===== config.mk =====
export PLATFORM = sky130hd
export DESIGN_NAME = mem_access_stage
export DESIGN_NICKNAME = d
export VERILOG_FILES = /design/src/rtl/mem_access_stage.sv
export SDC_FILE = /design/constraint.sdc
export NUM_CORES = 1
export LEC_CHECK = 0
export CORE_ASPECT_RATIO = 1.2
export CORE_UTILIZATION = 41
export CTS_CLUSTER_SIZE = 10
export DETAILED_ROUTE_END_ITERATION = 16
export GPL_TIMING_DRIVEN = 0
export HOLD_SLACK_MARGIN = 0.06
export PLACE_DENSITY = 0.73
export SKIP_LAST_GASP = 1
export SLEW_MARGIN = 20
export SYNTH_ARGS = -nofsm -noshare
export SYNTH_HDL_FRONTEND = slang
export SYNTH_SLANG_ARGS = --single-unit

===== constraint.sdc =====
create_clock -name clk -period 5.5 [get_ports clk]
set_input_delay 1.375 -clock clk [delete_from_list [all_inputs] [get_ports clk]]
set_output_delay 1.375 -clock clk [all_outputs]
set_load 0.05 [all_outputs]

===== src/rtl/mem_access_stage.sv =====
// -----------------------------------------------------------------------------
// mem_access_stage
//
// Pipeline MEM stage between the EX/MEM and MEM/WB registers. Runs loads and
// stores against a req/ack data-memory port. It builds byte enables and
// lane-replicated store data, and extracts and extends load bytes/halfwords.
// The pipeline is stalled while an access is outstanding. Misaligned addresses
// and memory timeouts are reported as one-cycle pulses, with the faulting
// address held in bad_vaddr.
//
// Ports
//   clk, rset                   clock; asynchronous active-high reset
//   valid_in, mem_read,         EX/MEM instruction: live flag, load/store
//   mem_write, mem_size,        select, access size, extension mode,
//   load_signed, addr_in,       effective byte address and store data
//   wdata_in
//   flush                       suppresses the start of a new access
//   dm_req/we/be/addr/wdata     data-memory request, held stable while BUSY
//   dm_ack, dm_rdata            one-cycle completion with read data
//   stall_req                   freeze upstream stages and MEM/WB
//   load_data                   aligned/extended load result for MEM/WB
//   mem_done, bus_err           completion / timeout pulse (DONE cycle)
//   addr_err_load/store         misaligned access pulse (cycle after issue)
//   bad_vaddr                   address of the last fault
// -----------------------------------------------------------------------------
module mem_access_stage #(
   parameter int unsigned TIMEOUT = 255   // max BUSY cycles without ack, 1..255
) (
   input  logic        clk,
   input  logic        rset,
   input  logic        valid_in,
   input  logic        mem_read,
   input  logic        mem_write,
   input  logic [1:0]  mem_size,
   input  logic        load_signed,
   input  logic [31:0] addr_in,
   input  logic [31:0] wdata_in,
   input  logic        flush,
   output logic        dm_req,
   output logic        dm_we,
   output logic [3:0]  dm_be,
   output logic [31:0] dm_addr,
   output logic [31:0] dm_wdata,
   input  logic        dm_ack,
   input  logic [31:0] dm_rdata,
   output logic        stall_req,
   output logic [31:0] load_data,
   output logic        mem_done,
   output logic        addr_err_load,
   output logic        addr_err_store,
   output logic [31:0] bad_vaddr,
   output logic        bus_err
);

   typedef enum logic [1:0] {
      IDLE = 2'd0,
      BUSY = 2'd1,
      DONE = 2'd2
   } state_t;

   // Counter value on the last BUSY cycle allowed before a timeout.
   localparam logic [7:0] CNT_LAST = 8'(TIMEOUT - 1);

   state_t      state_q, state_d;
   logic        load_q;      // latched op: 1 load, 0 store
   logic        signed_q;
   logic [1:0]  size_q;
   logic [31:0] addr_q;
   logic [31:0] wdata_q;
   logic [7:0]  cnt_q;

   logic        misaligned_in;
   logic        access_in;    // live memory op offered in IDLE, not flushed
   logic        start_in;
   logic        fault_in;
   logic        busy;
   logic        timeout_hit;
   logic [3:0]  be_fmt;
   logic [31:0] wdata_fmt;
   logic [7:0]  rd_byte;
   logic [15:0] rd_half;
   logic [31:0] rdata_fmt;

   // ---------------------------------------------------------------- issue
   // NOTE: every signal assigned in an always_comb gets a default first, so
   // no path through the case leaves it unassigned and no latch is inferred.
   always_comb begin
      misaligned_in = 1'b0;
      case (mem_size)
         2'b00:   misaligned_in = 1'b0;
         2'b01:   misaligned_in = addr_in[0];
         default: misaligned_in = (addr_in[1:0] != 2'b00);
      endcase
   end

   assign access_in = (state_q == IDLE) && valid_in && (mem_read || mem_write) && !flush;
   assign start_in  = access_in && !misaligned_in;
   assign fault_in  = access_in && misaligned_in;
   assign busy      = (state_q == BUSY);

   // An ack on the final allowed cycle wins over the timeout.
   assign timeout_hit = busy && !dm_ack && (cnt_q == CNT_LAST);

   // ------------------------------------------------------- memory request
   // Formatting comes only from latched values, so the request stays stable
   // for the whole BUSY period whatever the EX/MEM inputs do.
   always_comb begin
      be_fmt    = 4'b1111;
      wdata_fmt = '0;
      if (!load_q) begin
         case (size_q)
            2'b00: begin
               be_fmt    = 4'b0001 << addr_q[1:0];
               wdata_fmt = {4{wdata_q[7:0]}};
            end
            2'b01: begin
               be_fmt    = addr_q[1] ? 4'b1100 : 4'b0011;
               wdata_fmt = {2{wdata_q[15:0]}};
            end
            default: begin
               be_fmt    = 4'b1111;
               wdata_fmt = wdata_q;
            end
         endcase
      end
   end

   assign dm_req   = busy;
   assign dm_we    = busy && !load_q;
   assign dm_be    = busy ? be_fmt : 4'b0000;
   assign dm_addr  = busy ? {addr_q[31:2], 2'b00} : '0;
   assign dm_wdata = busy ? wdata_fmt : '0;

   // Stall is combinational so the issuing cycle already freezes upstream;
   // it is forced low during reset so it falls together with dm_req.
   assign stall_req = !rset && (start_in || busy);

   // --------------------------------------------------------- load format
   always_comb begin
      rd_byte = dm_rdata[7:0];
      case (addr_q[1:0])
         2'b00: rd_byte = dm_rdata[7:0];
         2'b01: rd_byte = dm_rdata[15:8];
         2'b10: rd_byte = dm_rdata[23:16];
         2'b11: rd_byte = dm_rdata[31:24];
      endcase
      rd_half = addr_q[1] ? dm_rdata[31:16] : dm_rdata[15:0];

      rdata_fmt = dm_rdata;
      case (size_q)
         2'b00:   rdata_fmt = {{24{signed_q & rd_byte[7]}}, rd_byte};
         2'b01:   rdata_fmt = {{16{signed_q & rd_half[15]}}, rd_half};
         default: rdata_fmt = dm_rdata;
      endcase
   end

   // ------------------------------------------------------------------ FSM
   always_comb begin
      state_d = state_q;
      case (state_q)
         IDLE:    if (start_in) state_d = BUSY;
         BUSY:    if (dm_ack || timeout_hit) state_d = DONE;
         DONE:    state_d = IDLE;   // inputs here belong to the finished op
         default: state_d = IDLE;
      endcase
   end

   // NOTE: sequential state uses non-blocking assignments only, so every
   // register samples pre-edge values regardless of statement order.
   always_ff @(posedge clk or posedge rset) begin
      if (rset) begin
         // NOTE: the latched request fields are reset as well, not only the
         // state, so nothing stale can reach the outputs after reset.
         state_q        <= IDLE;
         load_q         <= 1'b0;
         signed_q       <= 1'b0;
         size_q         <= 2'b00;
         addr_q         <= '0;
         wdata_q        <= '0;
         cnt_q          <= '0;
         load_data      <= '0;
         bad_vaddr      <= '0;
         mem_done       <= 1'b0;
         bus_err        <= 1'b0;
         addr_err_load  <= 1'b0;
         addr_err_store <= 1'b0;
      end else begin
         state_q        <= state_d;
         mem_done       <= 1'b0;
         bus_err        <= 1'b0;
         addr_err_load  <= 1'b0;
         addr_err_store <= 1'b0;

         if (start_in) begin
            load_q   <= mem_read;   // read+write together is a load
            signed_q <= load_signed;
            size_q   <= mem_size;
            addr_q   <= addr_in;
            wdata_q  <= wdata_in;
            cnt_q    <= '0;
         end

         if (fault_in) begin
            addr_err_load  <= mem_read;
            addr_err_store <= !mem_read;
            bad_vaddr      <= addr_in;
         end

         if (busy) begin
            if (dm_ack) begin
               mem_done <= 1'b1;
               if (load_q) load_data <= rdata_fmt;
            end else if (timeout_hit) begin
               bus_err   <= 1'b1;
               bad_vaddr <= addr_q;
               load_data <= '0;
            end else begin
               cnt_q <= cnt_q + 8'd1;
            end
         end
      end
   end

endmodule

==> key figures <==
Floorplanning
  • Initial core utilization: approximately two fifths
  • Die Y-Extent: roughly 150 µm
  • # rows: between 50 and 60
  • Die width: ~120 µm
  • Core ar.: approximately 0.017 mm²
  • I/O Pins: between 200 and 250
  • Die area: 0.01771 mm²

Yosys
  • Post-synth EDFFs: 0
  • Post-Syn Area: around 0.0070 mm²
  • Yosys cell types: 50
  • Mapped Cells: about 630
  • Warnings from Yosys: 0
  • Async set-reset flop share out of synthesis: 100.0%
  • Main synth FF type: dfrtp_1
  • Seq/Total Area, Yosys: between 50% and 60%
  • Average cell area after synthesis: about 11 µm²
  • FF+latch count, synth: approximately 150

Run status
  • Status: finished clean

STA
  • Finish-stage setup viols: 0
  • Hold_ws: roughly 0.48 ns
  • Setup TNS: 0 ns
  • Post-layout minimum cycle time: approximately 5.2 ns
  • Fmax: 191.2 MHz
  • RSZ-0062 raised after global routing: no
  • Worst slew margin: between 20 and 30%
  • Slew Limit Fails: 0
  • Final worst slack: 0.2709 ns
  • Clock Skew: 0.01059 ns
  • Tightest Pin Transition: around 1.1 ns
  • Period utilization: between 90% and 100%
  • Final hold violation count: 0

Power
  • Sequential power share: 32.8%
  • P_sw: a little over 2 mW
  • Gate power share: 42.7%
  • Pwr Total: slightly above 5 mW
  • P_leak: about 4.6 nW
  • Power share of the clock group: between 20% and 30%
  • P_int: between 3 and 4 mW
  • Pwr dens: between 400 and 500 mW/mm²
  • Worst vdd ir: about 0.26 mV
  • Sw Share: between 40 and 50%

Setup path
  • Worst Setup SP: valid_in
  • Worst R2R Setup Slack: between 2 and 3 ns
  • RR Endpoint: load_data[21]
  • RR Startpoint: state_q[1]
  • Startpoint Class: input port
  • Buf/Inv on CP: 4
  • Cell family with most CP delay: buffers and inverters
  • Critical-path top delay cell: dlygate4sd2_1
  • Stages on worst setup path: 7
  • Kind of critical path: in2out
  • Crit-path max FO: 10
  • Crit path capture: stall_req
  • R2R cell count: 6
  • Crit path capture type: output port
  • Worst path cell trace: clkdlybuf4s50_1 -> nor4b_1 -> o211ai_1 -> clkbuf_2 -> clkbuf_1 -> a21oi_1 -> dlygate4sd2_1
  • WP data arrival: 3.85 ns
  • Max incr delay on CP: about 0.54 ns
  • Worst path required time: between 4 and 5 ns

Cells and area
  • Final net count: 1005
  • Design area: 0.01041 mm²
  • Post-route insts no fill: 1126
  • Layout area overhead: 47.79%
  • Final core occ: approximately three fifths
  • Layout cells sized above 1: between 10 and 15%
  • Fillers: ~1400
  • Most frequent cells in the layout: clkdlybuf4s50_1 (241), dfrtp_1 (146), mux2_2 (75)
  • Diode count: 0
  • Most common cell after layout, fill and taps aside: clkdlybuf4s50_1

Routing
  • Vias per cell: 5.284
  • DRT antenna net count: 0
  • Pre-antenna DRT Iters: 5
  • Post-route DRC violation count: 0
  • WL final: roughly 21 mm
  • Initial drt markers: about 290
  • Via count: 5950
  • Drt wl/cell: roughly 19 µm

Placed design
  • Hpwl dp: approximately 15 mm
  • Port bufs: approximately 240
  • DP Worst Slack: -0.4035 ns
  • Dpl cells: roughly 1100
  • DP Area: a little under 0.01 mm²
  • RePlAce Congestion: roughly 0.84

Clocking
  • Clk sinks: 146
  • Hold-fix buffers, CTS: 0
  • H-tree depth: 4
  • Clock Latency Late Sink: 0.42 ns
  • TritonCTS buffer count: 17
  • Clk buf depth: 2
  • CTS clk-pin slew, worst paths: 0.06 ns
  • CTS tree: built
  • CTS root buf: clkbuf_16

GRT
  • Vias in the first global route: around 6100
  • Initial antenna violation count: 0
  • First-pass GRT wire length: roughly 33 mm
  • Total gr overflow: 0
  • Largest net degree at the start of global routing: 96
  • All-Layer GR Usage: 24.84%

Run
  • Max cap viols: 0

Worst hold path
  • Hold path cells: 1
  • HP Class: reg2reg
power by group through the flow:
stage / sequential [mW] / clock [mW] / combinational [mW]
after floorplan: 2.25 / 0 / 0.829
after global placement: 1.67 / 0 / 2.15
after detailed placement: 1.68 / 0 / 2.17
after CTS: 1.67 / 1.26 / 2.18
after global routing: 1.71 / 1.30 / 2.29
final: 1.67 / 1.24 / 2.17
registers in the layout (all words and copies together), names as in the netlist, 2 cells and up:
signal     flops
size_q         2
load_data     32
bad_vaddr     32
state_q        2
cnt_q          8
wdata_q       32
addr_q        32
layer usage:
metal	wire, µm	vias to the layer above	GRT usage [%]	share of wire (%)
li1	-	2770	-	-
met1	8489	2908	29.47	40
met2	10400	234	40.97	49
met3	1722	38	7.876	8.1
met4	667	0	10.80	3.1
met5	0	-	0	0
synthesized netlist by cell type, types with 2 or more instances:
cell / instances / area share (%)
nor3b_1: 2 / 0.21
nand4_1: 2 / 0.18
mux2_2: 75 / 12
a221oi_1: 10 / 1.2
a21o_1: 7 / 0.75
buf_2: 12 / 0.85
and2_1: 42 / 3.7
a222oi_1: 6 / 0.85
o211ai_1: 4 / 0.43
ha_1: 2 / 0.36
nand3b_1: 2 / 0.21
o2bb2ai_1: 7 / 0.87
a21oi_1: 25 / 1.8
dfrtp_1: 146 / 52
buf_1: 4 / 0.21
or2_2: 2 / 0.18
nand3_1: 5 / 0.36
nor2_1: 33 / 1.8
o21ai_0: 35 / 2.5
inv_1: 17 / 0.91
nand2_1: 62 / 3.3
nor4b_1: 3 / 0.37
nand2b_1: 3 / 0.27
a22oi_1: 2 / 0.21
mux2i_1: 51 / 7.2
buf_4: 2 / 0.21
o21bai_1: 2 / 0.21
a221o_1: 16 / 2.3
o21ai_1: 5 / 0.36
buf_6: 3 / 0.48
clkbuf_1: 26 / 1.4
o31ai_1: 2 / 0.21
cells by family (layout without fill, tap and decap cells):
family	after synthesis	after routing	share of synthesized area [%]
and+or+nand+nor	168	168	11.99
DFF	146	146	51.86
muxes	126	126	19.23
AOI/OAI and AO/OA	124	124	12.27
buffers and inverters	65	341	4.120
adders and majority gates	2	2	0.3551
other	1	2	0.05323
xor gates and xnor gates	1	1	0.1243
worst min-delay path by stage:
stage             startpoint             to  slack, ns
2_1_floorplan       cnt_q[7]       cnt_q[7]       0.45
3_3_place_gp    load_data[8]   load_data[8]       0.46
3_5_place_dp    load_data[8]   load_data[8]       0.47
4_1_cts        load_data[14]  load_data[14]       0.48
5_1_grt        load_data[14]  load_data[14]       0.50
6_report       load_data[14]  load_data[14]       0.48
timing repair:
action / CTS / global route
setup endpoints to repair: 1 / 0
resized for setup: 2 / 0
setup buffers: 1 / 0
cell type report:
| class | instances | area [µm²] | area share [%] |
|---|---|---|---|
| clock buffers | 20 | 446.7 | 4.290 |
| clock inverters | 12 | 181.4 | 1.742 |
| repair buffers | 244 | 2456 | 23.59 |
| multi-input cells | 423 | 3105 | 29.82 |
| inverters | 18 | 76.32 | 0.7330 |
| flip-flops and latches | 146 | 3654 | 35.09 |
| plain buffers | 47 | 222.7 | 2.139 |
| well taps | 216 | 270.3 | 2.596 |
Power figures use the tool's default switching activity.
